File: config.mk
export PLATFORM = sky130hd
export DESIGN_NAME = action_conditioner
export DESIGN_NICKNAME = d
export VERILOG_FILES = /design/src/rtl/action_conditioner.sv
export SDC_FILE = /design/constraint.sdc
export NUM_CORES = 1
export LEC_CHECK = 0
export ABC_CLOCK_PERIOD_IN_PS = 1900
export BUFFER_PORTS_ARGS = -buffer_cell sky130_fd_sc_hd__buf_2
export CAP_MARGIN = 10
export CORE_UTILIZATION = 25
export CTS_BUF_LIST = sky130_fd_sc_hd__clkbuf_8
export DETAILED_ROUTE_END_ITERATION = 8
export GPL_TIMING_DRIVEN = 0
export PLACE_DENSITY = 0.43
export SETUP_SLACK_MARGIN = 0.05
export SYNTH_ARGS = -nofsm -noshare
export SYNTH_HDL_FRONTEND = slang
export SYNTH_SLANG_ARGS = --single-unit
File: constraint.sdc
create_clock -name clock -period 1.9 [get_ports clock]
set_input_delay 0.38 -clock clock [delete_from_list [all_inputs] [get_ports clock]]
set_output_delay 0.38 -clock clock [all_outputs]
set_load 0.03 [all_outputs]
File: src/rtl/action_conditioner.sv
// action_conditioner
//   Turns two raw, bouncy move buttons into one move command per video frame.
//   Each button is synchronized, debounced and edge-detected. A press, or an
//   auto-repeat while the button is held, sets a per-button pending bit. At
//   each frame boundary (vsync rising edge) the pending bits are transferred
//   to the registered actions output and then cleared.
//
// Parameters
//   DEBOUNCE_CYCLES  equal samples needed to accept a level change (1..65535)
//   REPEAT_DELAY     held frames before the first auto-repeat      (1..63)
//   REPEAT_RATE      frames between later auto-repeats             (1..63)
//
// Ports
//   clock       in   system clock, rising edge
//   reset       in   synchronous, active-high reset
//   btn_right   in   raw asynchronous right button, active-high
//   btn_left    in   raw asynchronous left button, active-high
//   vsync       in   frame sync, synchronous to clock
//   actions     out  [0]=right, [1]=left; held for one whole frame
//   frame_tick  out  one-cycle pulse in the cycle actions updates
module action_conditioner #(
  parameter int DEBOUNCE_CYCLES = 16,
  parameter int REPEAT_DELAY    = 12,
  parameter int REPEAT_RATE     = 4
) (
  input  logic       clock,
  input  logic       reset,
  input  logic       btn_right,
  input  logic       btn_left,
  input  logic       vsync,
  output logic [1:0] actions,
  output logic       frame_tick
);

  localparam logic [15:0] DB_TC = 16'(DEBOUNCE_CYCLES - 1);
  localparam logic [5:0]  RPT_DELAY = 6'(REPEAT_DELAY);
  // Reload value after a repeat, so the next repeat comes REPEAT_RATE frames
  // later without the counter ever running past REPEAT_DELAY. A rate longer
  // than the delay cannot be expressed this way and degrades to period DELAY.
  localparam logic [5:0]  RPT_RELOAD = (REPEAT_RATE >= REPEAT_DELAY) ? 6'd0
                                       : 6'(REPEAT_DELAY - REPEAT_RATE);

  // Bit 0 is the right button, bit 1 the left, matching actions.
  logic [1:0]       btn_raw;
  logic [1:0]       sync1_q, sync2_q;
  logic [1:0]       deb_q, deb_d;
  logic [1:0]       deb_prev_q;
  logic [1:0][15:0] db_cnt_q, db_cnt_d;
  logic [1:0][5:0]  held_q, held_d;
  logic [1:0][5:0]  held_inc;
  logic [1:0]       rise;
  logic [1:0]       rpt;
  logic [1:0]       pend_q, pend_d;
  logic             vsync_q;
  logic             boundary;
  logic [1:0]       actions_q, actions_d;
  logic             frame_tick_q;

  assign btn_raw  = {btn_left, btn_right};
  assign boundary = vsync & ~vsync_q;
  assign rise     = deb_q & ~deb_prev_q;

  always_comb begin
    deb_d    = deb_q;
    db_cnt_d = db_cnt_q;
    held_d   = held_q;
    held_inc = '0;
    rpt      = '0;
    for (int b = 0; b < 2; b++) begin
      // Debounce: count consecutive samples that disagree with the accepted
      // level; any agreeing sample restarts the count.
      if (sync2_q[b] == deb_q[b]) begin
        db_cnt_d[b] = '0;
      end else if (db_cnt_q[b] == DB_TC) begin
        deb_d[b]    = sync2_q[b];
        db_cnt_d[b] = '0;
      end else begin
        db_cnt_d[b] = db_cnt_q[b] + 16'd1;
      end

      // Held-frame counter for auto-repeat.
      held_inc[b] = held_q[b] + 6'd1;
      if (!deb_q[b]) begin
        held_d[b] = '0;
      end else if (boundary) begin
        if (held_inc[b] == RPT_DELAY) begin
          rpt[b]    = 1'b1;
          held_d[b] = RPT_RELOAD;
        end else begin
          held_d[b] = held_inc[b];
        end
      end
    end

    // A set arriving in the boundary cycle survives the clear and is
    // reported in the following frame.
    if (boundary) begin
      pend_d = rise | rpt;
    end else begin
      pend_d = pend_q | rise | rpt;
    end

    // Simultaneous left and right cancel each other.
    actions_d = actions_q;
    if (boundary) begin
      actions_d = (pend_q == 2'b11) ? 2'b00 : pend_q;
    end
  end

  always_ff @(posedge clock) begin
    if (reset) begin
      sync1_q      <= '0;
      sync2_q      <= '0;
      deb_q        <= '0;
      deb_prev_q   <= '0;
      db_cnt_q     <= '0;
      held_q       <= '0;
      pend_q       <= '0;
      vsync_q      <= 1'b0;
      actions_q    <= '0;
      frame_tick_q <= 1'b0;
    end else begin
      sync1_q      <= btn_raw;
      sync2_q      <= sync1_q;
      deb_q        <= deb_d;
      deb_prev_q   <= deb_q;
      db_cnt_q     <= db_cnt_d;
      held_q       <= held_d;
      pend_q       <= pend_d;
      vsync_q      <= vsync;
      actions_q    <= actions_d;
      frame_tick_q <= boundary;
    end
  end

  assign actions    = actions_q;
  assign frame_tick = frame_tick_q;

endmodule

[Word level (Yosys, flattened, before mapping)]
Index checks and enable logic that the tools add are counted.
Storage, ports and cells
  output and inout bits: 3
  input bits: 5
  flip-flop bits (word level): 58
  word-level logic and storage cells: 51
Operators by class
  bitwise gates (word level): 11
  add/subtract/negate cells: 4
  reduce and logical (&&, ||, !) cells: 6
  equality and inequality tests: 7
  mux-type cells: 10
Operator list (count)
  16-bit by 1-bit adder with 16-bit output, second input constant: 2
  16-bit by 4-bit == test with 1-bit output, second input constant: 2
  6-bit by 1-bit adder with 6-bit output, second input constant: 2
  6-bit by 4-bit == test with 1-bit output, second input constant: 2
  6-bit 2-to-1 mux: 2
  1-bit 2-to-1 mux: 6
  2-bit OR: 3
  3-bit OR reduction: 2
  1-bit NOT: 5
  2-bit 2-to-1 mux: 2
  2-bit AND reduction: 2
  2-bit OR reduction: 2
  2-bit AND: 1
  1-bit == test: 2
  2-bit == test, second input constant: 1
  2-bit NOT: 1
  1-bit AND: 1

[Depth between registers and ports, before layout]
  word-level depth: 7
  depth in mapped cells: 6
  mapped depth without buffers: 5

[Worst setup path before layout]
OpenSTA, ideal clock, no wires.
  path kind: register to register
  from: register db_cnt_q[0] in the netlist's numbering
  to: register db_cnt_q[11] in the netlist's numbering
  path buffers: 1
  setup slack: 449 ps
  stages on the path, launching flop included: 7
  arrival: 1336 ps
  clock period less this slack: 1451 ps
  cells stage by stage: dfxtp_1 ha_1 nand3_2 nand4b_2 nand2_4 buf_12 nor2_2
Between the ends
  word-level cells in the longest chain between the ends: 2
  elaborated cells on any way between the ends: 3
  classes of those cells: 1 x add/sub; 1 x eq/ne; 1 x reduce/logical
Ends and longest elaborated chain
  from (decl): line 48  | logic [1:0][15:0] db_cnt_q, db_cnt_d;
  from (signal assigned): line 127  | db_cnt_q <= db_cnt_d;
  branches (longest 2 deep; another with 16-bit by 1-bit adder with 16-bit output)
Several ways; the timed one is not identified.
A chain may end at the register's enable or synchronous reset.

[Final worst setup path]
  from: register db_cnt_q[0] in the netlist's numbering
  to: register db_cnt_q[14] in the netlist's numbering
The elaborated chain is that of the path after synthesis.

==> key figures <==
Outcome
  • Status: complete, no violations

Synth
  • Synth Area in XOR/XNOR: 0.132
  • Synth warnings: 0
  • Async SR Flop Fraction: 0
  • Prevailing post-synth register cell: dfxtp_1
  • Mapped Area: 2510 sq um
  • Post-synth EDFFs: 0
  • Register area share after synthesis: 0.462
  • Unique masters post-synth: 35
  • Yosys reg bits: 58
  • Synth Area in Compound Gates: 0.0239
  • Syn_nets: around 270
  • Syn Area/Cell: between 9 and 10 sq um
  • Largest family of logic cells by synthesized area: simple AND/OR/NAND/NOR gates
  • Post-synthesis simple-gate area fraction: 0.326
  • Multiplexer share of the synthesized area: 0.00797
  • Cells after Synth: between 200 and 300
  • Adder-cell share of the synthesized area: 0.0199

Layout
  • Share of layout cells above drive strength 1: 0.177
  • Finished layout cell area: 2940 sq um
  • Area Overhead vs Synth: 17.1%
  • Final nets: about 300
  • Core Util, Final: 0.301
  • Number of diodes: 0
  • Fillers: approximately 1000

Critical path
  • Critical path, cell by cell: ha_1, nand3_2, nand4b_4, nand2_4, buf_12, nor2_2
  • Crit. End Element: register
  • Crit path DAT: approximately 1.8 ns
  • Critical Path RT: 2.12 ns
  • Max incr delay on CP: 0.44 ns
  • Crit-path max FO: 10
  • CP bufs+invs: 1
  • R2R Setup Slk: about 0.28 ns
  • CP top delay family: simple AND/OR/NAND/NOR gates
  • Slowest cell on the critical path: dfxtp_1
  • Setup CP Type: register to register
  • CP startpoint kind: register

Routing
  • Antenna-violating nets left: 0
  • Iteration-0 DRC Markers: 58
  • WL/cell: about 11 microns
  • Routed wire length: around 4.6 mm
  • Drt first pass iters: 4
  • Via count: approximately 1800
  • Vias per cell: 4.24
  • Post-route DRC: 0

Placement
  • Input/output buffers: 7
  • GP Congestion: approximately 0.69
  • Detail Placement HPWL: a little over 3 mm
  • Placed inst area: 2710 sq um

Timing
  • Finish-stage setup viols: 0
  • Final period util: 0.851
  • Clk_skew: 0.00759 ns
  • Least-Margin Pin Slew: ~0.53 ns
  • Setup TNS: 0 ns
  • Hold Vio Cnt, Final: 0
  • Period minus WS final: approximately 1.6 ns
  • Max Freq: 619 MHz
  • Fin. max-slew vios: 0
  • WHS: between 0.2 and 0.3 ns
  • Normalized max-slew margin: 0.647
  • RSZ-0062 raised after global routing: false

Power
  • Peak VDD IR: 0.346 mV
  • Comb pwr share: 0.019
  • Clk pwr share: 0.493
  • Seq pwr share: 0.488
  • Net Sw Frac: 0.203
  • Leak Pwr: 0.950 nW
  • Psw: 0.511 mW
  • Overall power: about 2.5 mW
  • PwrDens: between 800 and 900 nW/um^2
  • Cell Int Power: approximately 2 mW

Global routing
  • Initial antenna violation count: 0
  • GR Util All Layers: 0.100
  • Pin count of the biggest net entering global routing: 11
  • Vias in the first global route: 1735
  • First-pass GRT wire length: between 8 and 9 mm
  • Remaining global-route overflow: 0

CTS
  • Clk root buf: clkbuf_8
  • Clock Sinks: 58
  • Clk buf depth: 2
  • CTS hold repair buffers: 0
  • Cts bufs inserted: 9
  • CTS HTree Levels: 3
  • Clock latency on the worst-skew pair: between 0.3 and 0.4 ns
  • Reg clk slew, reported paths: 0.07 ns
  • CTS tree: done

Floorplanning
  • Die H: 102 microns
  • Die ar.: 10500 sq um
  • Die Wd: about 100 microns
  • IO Count: 8
  • Rows: 36
  • Effective utilization at floorplan: 0.257
  • Core footprint: a little under 10000 sq um

Worst hold path
  • Worst Hold Class: input port to register

Run
  • Max Cap Viol: 0
==> stage by stage <==
step	worst slack (ns)	instances
finish	0.283	421
global route	0.122	421
CTS	0.160	421
detailed placement	0.205	405
global placement	0.208	405
floorplan	0.449	265
==> registers in the layout, indices dropped and copies added (netlist names) <==
signal / cells
actions: 2
db_cnt_q: 32
deb_prev_q: 2
deb_q: 2
frame_tick: 1
held_q: 12
pend_q: 2
sync1_q: 2
sync2_q: 2
vsync_q: 1
==> final timing paths <==
path / startpoint / endpoint / depth (start not counted)
worst max register to register: db_cnt_q[0] / db_cnt_q[14] / 6
worst min register to register: sync1_q[0] / sync2_q[0] / 1
worst max-delay path: db_cnt_q[0] / db_cnt_q[14] / 6
worst min-delay path: btn_left / sync1_q[1] / 2
==> per-layer routing <==
metal  vias up  share of wire  track usage
met2        17           0.41        0.144
met4         0          0.024       0.0626
met3         9          0.024       0.0226
li1        946              -            -
met1       813           0.54        0.136
met5         -              0            0
==> power groups by stage <==
stage / clock, mW / combinational, mW / sequential (mW)
after global routing: 1.34 / 0.0535 / 1.23
after detailed placement: 0 / 0.0496 / 1.25
after CTS: 1.29 / 0.0498 / 1.23
final: 1.24 / 0.0481 / 1.23
after floorplan: 0 / 0.0311 / 1.26
after global placement: 0 / 0.0496 / 1.25
==> layout by cell type (no fill, tap or decap), drive strengths merged, types with 10 or more instances in the layout <==
cell type  Yosys  final
clkbuf         2     12
dfxtp         58     58
nor4          16     16
nand4         13     13
nor2          47     47
nor3          11     11
nand2         19     19
xnor2         28     28
nand3         12     12
buf            3     10
xor2          10     10
==> cell usage after synthesis, types with 8 or more instances <==
master	n	area [sq um]
dfxtp_1	58	1160
nor2_1	37	139
xnor2_1	28	245
nand2_1	16	60.1
nor3_1	11	55.1
nand3_1	10	50.1
nand4_1	10	62.6
nor2_2	10	62.6
xor2_1	10	87.6
nor4_1	9	56.3
a21oi_1	8	40.0
inv_1	8	30.0
==> cells by family (layout without fill, tap and decap cells) <==
kind of cell    count (synthesis)  in the layout
compound gates                 11             11
xor+xnor                       38             38
fa+ha+maj                       4              4
buf+inv                        13             36
flops                          58             58
mux                             2              2
simple gates                  139            139
==> cell type report <==
class / count / area, sq um / share of cell area
Sequential cell: 58 / 1160 / 0.395
Clock buffer: 10 / 138 / 0.0468
Inverter: 8 / 30.0 / 0.0102
Timing Repair Buffer: 7 / 35.0 / 0.0119
Clock inverter: 6 / 81.3 / 0.0276
Multi-Input combinational cell: 194 / 1290 / 0.439
Buffer: 5 / 40.0 / 0.0136
Tap cell: 133 / 166 / 0.0566
==> timing repair <==
action                                  CTS  global route
endpoints found under the setup margin    0             7
resized for setup                         0             1
buffers inserted                          0             0
No activity file was read; power rests on OpenSTA's default activity.
